<file path="src/rtl/router_pkg.sv">
// Shared types and helpers for the router: buffer occupancy encoding, error counter width.
package router_pkg;

    localparam int ROUTER_ERR_NBITS = 16;

    // Skid-buffer occupancy doubles as its state encoding.
    typedef enum logic [1:0] {
        EMPTY = 2'd0,
        ONE   = 2'd1,
        FULL  = 2'd2
    } router_cnt_t;

    function automatic int router_addr_nbits(input int n);
        return $clog2(n);
    endfunction

endpackage

</file>
<file path="src/rtl/router_skid_buf.sv">
// Two-entry val/rdy FIFO used as a skid buffer in front of the router's output steering.
// Latency: 1 cycle enq to deq; sustains one transfer per cycle with simultaneous enq/deq.
// Backpressure: enq_rdy depends only on registered occupancy (low when FULL).
module router_skid_buf
    import router_pkg::*;
#(
    parameter int width = 34
) (
    input  logic             clk,
    input  logic             reset,
    input  logic             enq_val,
    output logic             enq_rdy,
    input  logic [width-1:0] enq_msg,
    output logic             deq_val,
    input  logic             deq_rdy,
    output logic [width-1:0] deq_msg,
    output router_cnt_t      count
);

    logic [width-1:0] mem [2];
    logic             wr_ptr;
    logic             rd_ptr;
    router_cnt_t      state_q;
    router_cnt_t      state_d;
    logic             enq;
    logic             deq;

    assign enq_rdy = (state_q != FULL);
    assign deq_val = (state_q != EMPTY);
    assign deq_msg = mem[rd_ptr];
    assign count   = state_q;
    assign enq     = enq_val & enq_rdy;
    assign deq     = deq_val & deq_rdy;

    always_comb begin
        state_d = state_q;
        unique case (state_q)
            EMPTY: if (enq) state_d = ONE;
            ONE: begin
                if (enq && !deq)      state_d = FULL;
                else if (!enq && deq) state_d = EMPTY;
            end
            FULL:    if (deq) state_d = ONE;
            default: state_d = EMPTY;
        endcase
    end

    always_ff @(posedge clk) begin
        if (reset) begin
            state_q <= EMPTY;
            wr_ptr  <= 1'b0;
            rd_ptr  <= 1'b0;
        end else begin
            state_q <= state_d;
            if (enq) wr_ptr <= ~wr_ptr;
            if (deq) rd_ptr <= ~rd_ptr;
        end
    end

    // Storage needs no reset; occupancy alone decides what is valid.
    always_ff @(posedge clk) begin
        if (enq) mem[wr_ptr] <= enq_msg;
    end

endmodule

</file>
<file path="src/rtl/router.sv">
// Demuxes one {addr, payload} stream to per-port streams; ROUTER_ERR_CNT_EN adds err_cnt for invalid-address drops.
// Latency: 1 cycle accept-to-present, full throughput, strict in-order delivery.
// Backpressure: istream_rdy low only when the skid buffer is full; a stalled addressed port blocks all traffic.
module router
    import router_pkg::*;
#(
    parameter  int nbits      = 32,
    parameter  int noutputs   = 3,
    localparam int addr_nbits = router_addr_nbits(noutputs)
) (
    input  logic                        clk,
    input  logic                        reset,
    input  logic                        istream_val,
    output logic                        istream_rdy,
    input  logic [addr_nbits+nbits-1:0] istream_msg,
    output logic                        ostream_val [noutputs],
    input  logic                        ostream_rdy [noutputs],
    output logic [nbits-1:0]            ostream_msg [noutputs]
`ifdef ROUTER_ERR_CNT_EN
    ,
    output logic [ROUTER_ERR_NBITS-1:0] err_cnt
`endif
);

    localparam int msg_nbits = addr_nbits + nbits;

    logic                  enq_rdy;
    logic                  deq_val;
    logic                  deq_rdy;
    logic [msg_nbits-1:0]  deq_msg;
    router_cnt_t           buf_count;
    logic [addr_nbits-1:0] h_addr;
    logic [31:0]           h_addr_w;
    logic                  addr_ok;
    logic                  sel_rdy;
    logic                  drop;

    router_skid_buf #(
        .width(msg_nbits)
    ) u_skid_buf (
        .clk     (clk),
        .reset   (reset),
        .enq_val (istream_val & ~reset),
        .enq_rdy (enq_rdy),
        .enq_msg (istream_msg),
        .deq_val (deq_val),
        .deq_rdy (deq_rdy),
        .deq_msg (deq_msg),
        .count   (buf_count)
    );

    assign istream_rdy = enq_rdy & ~reset;

    assign h_addr   = deq_msg[msg_nbits-1 -: addr_nbits];
    assign h_addr_w = 32'(h_addr);
    assign addr_ok  = (h_addr_w < 32'(noutputs));

    always_comb begin
        sel_rdy = 1'b0;
        for (int i = 0; i < noutputs; i++) begin
            ostream_val[i] = deq_val && (h_addr_w == 32'(i));
            ostream_msg[i] = deq_msg[nbits-1:0];
            if (h_addr_w == 32'(i)) sel_rdy = ostream_rdy[i];
        end
    end

    // Unroutable heads never wait on a port: they leave the buffer the cycle they arrive.
    assign drop    = deq_val & ~addr_ok;
    assign deq_rdy = addr_ok ? sel_rdy : 1'b1;

`ifdef ROUTER_ERR_CNT_EN
    always_ff @(posedge clk) begin
        if (reset) begin
            err_cnt <= '0;
        end else if (drop && (err_cnt != '1)) begin
            err_cnt <= err_cnt + 1'b1;
        end
    end
`else
    // Without the counter, invalid-address drops leave no trace.
`endif

    always_ff @(posedge clk) begin
        if (!reset) begin
            assert ((buf_count != EMPTY) == deq_val);
        end
    end

endmodule

</file>
<file path="config.mk">
export PLATFORM = sky130hd
export DESIGN_NAME = router
export DESIGN_NICKNAME = d
export VERILOG_FILES = /design/src/rtl/router_pkg.sv /design/src/rtl/router_skid_buf.sv /design/src/rtl/router.sv
export SDC_FILE = /design/constraint.sdc
export NUM_CORES = 1
export LEC_CHECK = 0
export BUFFER_PORTS_ARGS = -buffer_cell sky130_fd_sc_hd__buf_2
export CAP_MARGIN = 20
export CELL_PAD_IN_SITES_DETAIL_PLACEMENT = 0
export CELL_PAD_IN_SITES_GLOBAL_PLACEMENT = 1
export CORE_ASPECT_RATIO = 1.4
export CORE_MARGIN = 4
export CORE_UTILIZATION = 35
export CTS_CLUSTER_SIZE = 12
export DETAILED_ROUTE_END_ITERATION = 7
export GPL_ROUTABILITY_DRIVEN = 1
export PLACE_DENSITY = 0.78
export SLEW_MARGIN = 20
export SYNTH_ARGS = -nofsm -noshare
export SYNTH_HDL_FRONTEND = slang
export SYNTH_SLANG_ARGS = --single-unit
</file>
<file path="constraint.sdc">
create_clock -name clk -period 5.2 [get_ports clk]
set_input_delay 1.56 -clock clk [delete_from_list [all_inputs] [get_ports clk]]
set_output_delay 1.56 -clock clk [all_outputs]
set_load 0.02 [all_outputs]
</file>
==> impl_metrics.yaml, run 1 <==
pwr:
  power.leakage_nw: 1.58
  total_power_mw: 1.67
  power_density_nw_per_um2: 428
  vdd_drop_max_mv: 0.190
cts:
  cts_resized: 0
  htreeDepth: 3
  cts_root_buffer: "clkbuf_16"
  clock_latency_ns: 0.32
  cts.clk_slew.worst_paths_ns: 0.05
  numCtsBuffers: 9
  cts_tree: "done"
  cts_sinks: 73
  ctsHoldBuffers: 0
  clockBufferDepth: 2
  cts_setup_buffers: 0
timing:
  period_share: 0.693
  finalHoldViolCount: 0
  hold_slack_ns: 0.586
  grt_setup_unrepaired: "false"
  timing.fmax_mhz: 277
  tightest_slew_ns: 1.01
  slew-limit-headroom: 0.322
  final_max_slew_viol_count: 0
  period_needed_ns: 3.61
  setup_viol: 0
  fin_tns_setup_ns: 0
  clock_skew_ns: 0.00540
floorplanning:
  ios: 140
  start_util: 0.357
  dieArea_um2: 10800
  die_w_um: 89.2
  rows: 41
  die_y_um: 122
  core-area_um2: 9030
placed_design:
  port_buffers: 139
  place_hpwl_um: 3770
  dp_cells: 384
  gp_congestion: 0.664
setup_path:
  reg2reg_depth: 5
  critical_path.most_common_cell: "buf_2"
  cpPeakStageDelay_ns: 0.19
  required_ns: 3.64
  cp_top_family: "buffers and inverters"
  start_kind: "input pin"
  regToRegSetupSlack_ns: 2.81
  worst_setup_path_end_kind: "output port"
  cp_data_arrival_time_ns: 2.05
  crit_start: "reset"
  timing.rr.end: "u_skid_buf.count[0]"
  critical_path_class: "input pin to output port"
  cp_max_fo: 6
  crit_chain: "buf_2 -> nor2_1 -> buf_2"
  path_buf_inv: 2
  cp-endpoint: "istream_rdy"
  cp_slowest_cell: "buf_2"
  cp.depth: 3
global_routing:
  use_met3: 0.0338
  use_met1: 0.0992
  track_usage: 0.101
  grt_pass1_vias: 1689
  overflow: 0
  grtUsageMet2: 0.170
  grt_pass1_wl_um: 7910
  antenna_found_initial: 0
  busiest_layer: "met2"
  grt_max_degree: 35
drt:
  wire_per_inst_um: 13.3
  drcViolationCount: 0
  routed_wl_um: 5340
  first_pass_iters: 3
  drt.antenna.violating_nets: 0
  num_vias: 1760
  drt_iter0_markers: 57
  routed_via_density: 4.39
final_layout:
  seq_area_um2: 2140
  nFillCells: 849
  synthToLayoutAreaGrowth_pct: 20.9
  multiInputGateArea_um2: 587
  finalNonFillerCells: 401
  drive_gt1_frac: 0.655
  layout.nets: 328
synth:
  synth-seq-cells: 73
  syn_inst: 206
  syn_area_um2: 3230
  synth.distinct_cells: 23
  syn_nets: 246
  ys_seq_area_frac: 0.664
  yosysWarnings: 0
  syn_area_per_cell_um2: 15.7
run:
  maxCapViolations: 0
worst_hold_path:
  hold_path.class: "register to register"
outcome:
  status: "finished, final reports clean"
tightest hold or removal path, stage by stage, from the launching register on:
cell and delay, ns:
dfxtp_1 0.34, xnor2_1 0.16, nor2_1 0.04
layout make-up:
type,count,area share
multi-input cells,64,0.150
inverters,1,0.000962
clock buffers,10,0.0587
clock inverters,6,0.0273
diodes,1,0.000641
flip-flops and latches,73,0.549
repair buffers,139,0.178
well taps,107,0.0343
worst min path at each step:
| stage | startpoint | to | cells past startpoint |
|---|---|---|---|
| after floorplan | u_skid_buf.wr_ptr | u_skid_buf.wr_ptr | 2 |
| after global routing | u_skid_buf.wr_ptr | u_skid_buf.wr_ptr | 2 |
| after CTS | u_skid_buf.wr_ptr | u_skid_buf.wr_ptr | 2 |
| after detailed placement | u_skid_buf.wr_ptr | u_skid_buf.wr_ptr | 2 |
| after global placement | u_skid_buf.wr_ptr | u_skid_buf.wr_ptr | 2 |
| final | u_skid_buf.wr_ptr | u_skid_buf.wr_ptr | 2 |
flip-flops by register name, summed over array words and instances, names as in the netlist, named ones only:
register           count
u_skid_buf.mem        68
u_skid_buf.wr_ptr      1
u_skid_buf.count       2
u_skid_buf.rd_ptr      1
metrics by stage:
step	util	worst slack, ns	area (um2)
finish	0.432	1.59	3900
global route	0.432	1.40	3900
CTS	0.432	1.53	3900
detailed placement	0.395	1.59	3560
global placement	0.395	1.61	3560
floorplan	-	1.32	3230
placed cells by master, fill, tap and decap left out, types with 2 or more instances in the layout:
| cell type | n |
|---|---|
| buf_2 | 139 |
| bufinv_16 | 3 |
| clkbuf_16 | 9 |
| dfxtp_1 | 4 |
| edfxtp_1 | 68 |
| mux2_2 | 34 |
| mux2i_1 | 2 |
| nand2_1 | 2 |
| nor2_1 | 9 |
| nor2b_1 | 4 |
report_power, final:
part,leakage (nW),internal [mW],switching (mW)
combinational,0.755,0.111,0.185
sequential,0.666,0.672,0.0217
clock,0.160,0.466,0.214
cell families (layout without fill, tap and decap cells):
logic type	after synthesis	in the layout	synth area share
DFF	73	73	0.664
buffers and inverters	69	156	0.157
muxes	37	37	0.132
and+or+nand+nor	22	22	0.0349
AOI/OAI and AO/OA	4	4	0.00969
xor gates and xnor gates	1	1	0.00271
other	0	1	0
cells in the mapped netlist, drive strengths merged:
library cell	number	area (um2)
clkbuf	3	11.3
xnor2	1	8.76
edfxtp	68	2040
and3	1	6.26
nor3b	1	7.51
nand3b	1	7.51
a31oi	1	6.26
or4b	1	10.0
mux2i	3	42.5
a2bb2oi	1	15.0
mux2	34	383
nor2b	4	25.0
nand2	2	7.51
nor3	1	5.00
dfxtp	5	100
nor2	10	37.5
buf	65	492
inv	1	3.75
o21ai	1	5.00
a21oi	1	5.00
nand2b	1	6.26
metal layers:
| metal | part of all wire | up-vias |
|---|---|---|
| li1 | - | 844 |
| met1 | 0.34 | 825 |
| met2 | 0.54 | 80 |
| met3 | 0.091 | 11 |
| met4 | 0.030 | 0 |
| met5 | 0 | - |
(Power assumes the default switching activity.)
==> inputs of run 2 (changes only) <==
- CORE_UTILIZATION: 35 -> 34
- PLACE_DENSITY: 0.78 -> 0.8
- clock period: 5.2 -> 3.3 ns (I/O delays scaled with it)
==> impl_metrics.yaml, run 2 (same netlist as run 1, synthesis figures left out) <==
outcome:
  status: "finished, final reports clean"
timing:
  fin_ws_ns: 0.393
  period_needed_ns: 2.91
  tightest_slew_ns: 0.492
  clock_skew_ns: 0.00357
  finalHoldViolCount: 0
  timing.fmax_mhz: 344
  slew-limit-headroom: 0.672
  fin_tns_setup_ns: 0
  final_max_slew_viol_count: 0
  grt_setup_unrepaired: "false"
  setup_viol: 0
  period_share: 0.881
global_routing:
  overflow: 0
  grt_pass1_wl_um: 8710
  grt_pass1_vias: 1753
  antenna_found_initial: 0
  track_usage: 0.106
  grt_max_degree: 35
cts:
  cts_setup_buffers: 0
  htreeDepth: 3
  numCtsBuffers: 9
  cts_tree: "done"
  clockBufferDepth: 2
  cts.clk_slew.worst_paths_ns: 0.05
  cts_resized: 0
  cts_sinks: 73
  cts_root_buffer: "clkbuf_16"
  clock_latency_ns: 0.32
  ctsHoldBuffers: 0
drt:
  wire_per_inst_um: 14.6
  drcViolationCount: 0
  routed_via_density: 4.37
  drt_iter0_markers: 65
  routed_wl_um: 5860
  drt.antenna.violating_nets: 0
  num_vias: 1757
  first_pass_iters: 4
placed_design:
  placed_area_um2: 3590
  port_buffers: 139
  preCtsSetupSlack_ns: 0.685
  gp_congestion: 0.632
  place_hpwl_um: 4100
  dp_cells: 387
final_layout:
  layout.nets: 331
  synthToLayoutAreaGrowth_pct: 19.7
  largest_register_ffs: 68
  drive_gt1_frac: 0.654
  num_antenna_cells: 0
  layout_commonest_cell: "buf_2"
  stdcell_area_um2: 3860
  final_cell_mix: "buf_2, edfxtp_1, mux2_2"
  finalNonFillerCells: 402
  largest-register: "u_skid_buf.mem"
worst_hold_path:
  hold_path.class: "register to register"
  worstHoldStart: "u_skid_buf.wr_ptr"
setup_path:
  crit_chain: "buf_4 -> mux2_2 -> buf_2"
  cpPeakStageDelay_ns: 0.62
  critical_path_class: "register to output port"
  start_kind: "register"
  worst_setup_path_end_kind: "output port"
  cp_slowest_cell: "dfxtp_2"
  cp_data_arrival_time_ns: 1.92
  required_ns: 2.31
  cp_max_fo: 18
pwr:
  power_density_nw_per_um2: 640
  vdd_drop_max_mv: 0.287
  power.leakage_nw: 1.57
floorplanning:
  dieArea_um2: 11100
  start_util: 0.353
  rows: 41
  die_y_um: 123
  core-area_um2: 9130
  die_w_um: 90.3
  ios: 140
run:
  maxCapViolations: 0
[run 2: worst paths after layout]
check        slack, ns                 to  depth (start not counted)
max               0.39    ostream_msg[12]                          3
min               0.61  u_skid_buf.wr_ptr                          2
max reg2reg       1.15           register                          5
min reg2reg       0.61  u_skid_buf.wr_ptr                          2
[run 2: power by group]
part           internal [mW]  leakage (nW)  switching, mW  total [mW]
clock                  0.572         0.137          0.329       0.901
combinational          0.178         0.771          0.309       0.487
sequential              1.06         0.666         0.0242        1.08
total                   1.81          1.57          0.662        2.47
[run 2: layer usage]
metal	part of all wire	wire length, um	vias up	global-route usage
met5	0	0	-	0
met3	0.077	451	6	0.0548
met4	0.013	79	0	0.0479
li1	-	-	847	-
met1	0.37	2160	832	0.110
met2	0.54	3170	72	0.181
[run 2: layout make-up]
type | count | area [um2]
inverter | 1 | 3.75
clock inverter | 5 | 47.5
multi-input combinational | 64 | 587
timing repair buffer | 142 | 718
fill | 879 | 5270
clock buffer | 10 | 229
tap | 107 | 134
sequential | 73 | 2140
[run 2: per-stage QoR]
| step | hold WS (ns) | utilization | power [mW] |
|---|---|---|---|
| 2_1_floorplan | 0.517 | - | 1.53 |
| 4_1_cts | 0.615 | 0.423 | 2.52 |
| 6_report | 0.608 | 0.423 | 2.47 |
| 3_5_place_dp | 0.602 | 0.393 | 1.60 |
| 5_1_grt | 0.641 | 0.423 | 2.59 |
| 3_3_place_gp | 0.568 | 0.393 | 1.59 |
[run 2: critical path: cells and delay by family, from the launching register on]
| kind | cells | cell delay, ns |
|---|---|---|
| buffers and inverters | 2 | 0.54 |
| flip-flops | 1 | 0.62 |
| multiplexers | 1 | 0.42 |
==> inputs of run 3 (changes only) <==
- PLACE_DENSITY: 0.8 -> 0.79
- SYNTH_HIERARCHICAL: not set -> 1
==> impl_metrics.yaml, run 3 <==
placed_design:
  dp_cells: 384
  gp_congestion: 0.736
  place_hpwl_um: 4260
  port_buffers: 139
worst_hold_path:
  hold_path.class: "register to register"
pwr:
  power.leakage_nw: 1.60
  vdd_drop_max_mv: 0.323
  power_density_nw_per_um2: 656
drt:
  num_vias: 1765
  drt_iter0_markers: 58
  routed_wl_um: 5880
  wire_per_inst_um: 14.7
  drcViolationCount: 0
  drt.antenna.violating_nets: 0
  first_pass_iters: 3
  routed_via_density: 4.40
synth:
  synth_top_area_share: 0.633
  synth_top_cell_by_area: "edfxtp_1"
  yosys-top-cells-area: "edfxtp_1, buf_4, mux2_2"
  synth-seq-cells: 73
  synth_edf_count: 68
  synthFlopType: "edfxtp_1"
  ys_seq_area_frac: 0.664
  yosysWarnings: 6
  synth_commonest_cells: "edfxtp_1, buf_4, mux2_2"
  syn_inst: 202
  yosysMostFrequentCell: "edfxtp_1"
  syn_nets: 242
  ys_async_sr_fraction: 0
  syn_area_per_cell_um2: 16.0
  syn_area_um2: 3220
  synth.distinct_cells: 24
setup_path:
  start_kind: "register"
  worst_setup_path_end_kind: "output port"
  required_ns: 2.31
  critical_path_class: "register to output port"
  cp_max_fo: 20
  cp_data_arrival_time_ns: 1.83
floorplanning:
  core-area_um2: 9130
  ios: 140
  dieArea_um2: 11100
  die_w_um: 90.3
  rows: 41
  start_util: 0.353
  die_y_um: 123
cts:
  cts_root_buffer: "clkbuf_16"
  cts_setup_buffers: 0
  ctsHoldBuffers: 0
  cts_sinks: 73
  cts.clk_slew.worst_paths_ns: 0.06
  cts_resized: 0
  clockBufferDepth: 2
  htreeDepth: 3
  clock_latency_ns: 0.32
  cts_tree: "done"
  numCtsBuffers: 9
global_routing:
  antenna_found_initial: 1
  grt_max_degree: 21
  grt_pass1_wl_um: 8940
  overflow: 0
  track_usage: 0.107
  grt_pass1_vias: 1763
timing:
  timing.fmax_mhz: 354
  setup_viol: 0
  tightest_slew_ns: 0.423
  grt_setup_unrepaired: "false"
  period_needed_ns: 2.82
  final_max_slew_viol_count: 0
  fin_tns_setup_ns: 0
  period_share: 0.855
  slew-limit-headroom: 0.710
  clock_skew_ns: 0.00213
  finalHoldViolCount: 0
final_layout:
  synthToLayoutAreaGrowth_pct: 21.7
  largest-register: "u_skid_buf/mem"
  layout.nets: 328
  drive_gt1_frac: 0.672
  finalNonFillerCells: 401
  layout_commonest_cell: "buf_2"
  largest_register_ffs: 68
  final_cell_mix: "buf_2, edfxtp_1, mux2_2"
outcome:
  status: "finished, final reports clean"
run:
  maxCapViolations: 0
## run 3: layout make-up
class	count	area (um2)
clock buffer	9	225
timing repair buffer	143	738
sequential	73	2140
clock inverter	7	118
multi-input combinational	60	559
tap	107	134
fill	848	5210
antenna	1	2.50
inverter	1	3.75
## run 3: cell families (layout without fill, tap and decap cells)
| family | Yosys count | after routing | synth area share |
|---|---|---|---|
| buffers and inverters | 69 | 160 | 0.162 |
| other | 0 | 1 | 0 |
| AO/OA/AOI/OAI | 6 | 6 | 0.0124 |
| XOR/XNOR | 1 | 1 | 0.00272 |
| multiplexers | 37 | 37 | 0.128 |
| flip-flops | 73 | 73 | 0.664 |
| AND/OR/NAND/NOR | 16 | 16 | 0.0303 |
## run 3: per-layer routing
metal / up-vias / global-route usage / share of wire
li1: 842 / - / -
met1: 825 / 0.113 / 0.38
met2: 82 / 0.181 / 0.51
met3: 14 / 0.0377 / 0.082
met4: 2 / 0.0690 / 0.026
met5: - / 0 / 0.0015
## run 3: power breakdown
group	total, mW	leakage (nW)	internal, mW	switching, mW
Combinational	0.412	0.771	0.150	0.262
Sequential	1.06	0.666	1.05	0.0159
Clock	1.10	0.160	0.738	0.359
## run 3: through the flow
step / instance area, um2 / hold WS, ns / total power, mW / worst slack [ns] / util
after floorplan: 3220 / 0.472 / 1.45 / 0.783 / -
after global placement: 3580 / 0.488 / 1.50 / 0.784 / 0.392
after detailed placement: 3580 / 0.500 / 1.50 / 0.699 / 0.392
after CTS: 3920 / 0.515 / 2.61 / 0.410 / 0.429
after global routing: 3920 / 0.563 / 2.68 / 0.376 / 0.429
final: 3920 / 0.508 / 2.57 / 0.478 / 0.430
## run 3: final timing paths
| check | start | to | slack (ns) | cells past startpoint |
|---|---|---|---|---|
| min reg2reg | u_skid_buf/rd_ptr | u_skid_buf/rd_ptr | 0.51 | 2 |
| max | register | ostream_msg[42] | 0.48 | 3 |
| min | u_skid_buf/rd_ptr | u_skid_buf/rd_ptr | 0.51 | 2 |
| max reg2reg | register | register | 1.21 | 6 |
## run 3: worst max-delay path: stages (launching register included)
cell	delay [ns]
dfxtp_2	0.56
buf_4	0.36
mux2_2	0.42
buf_2	0.17
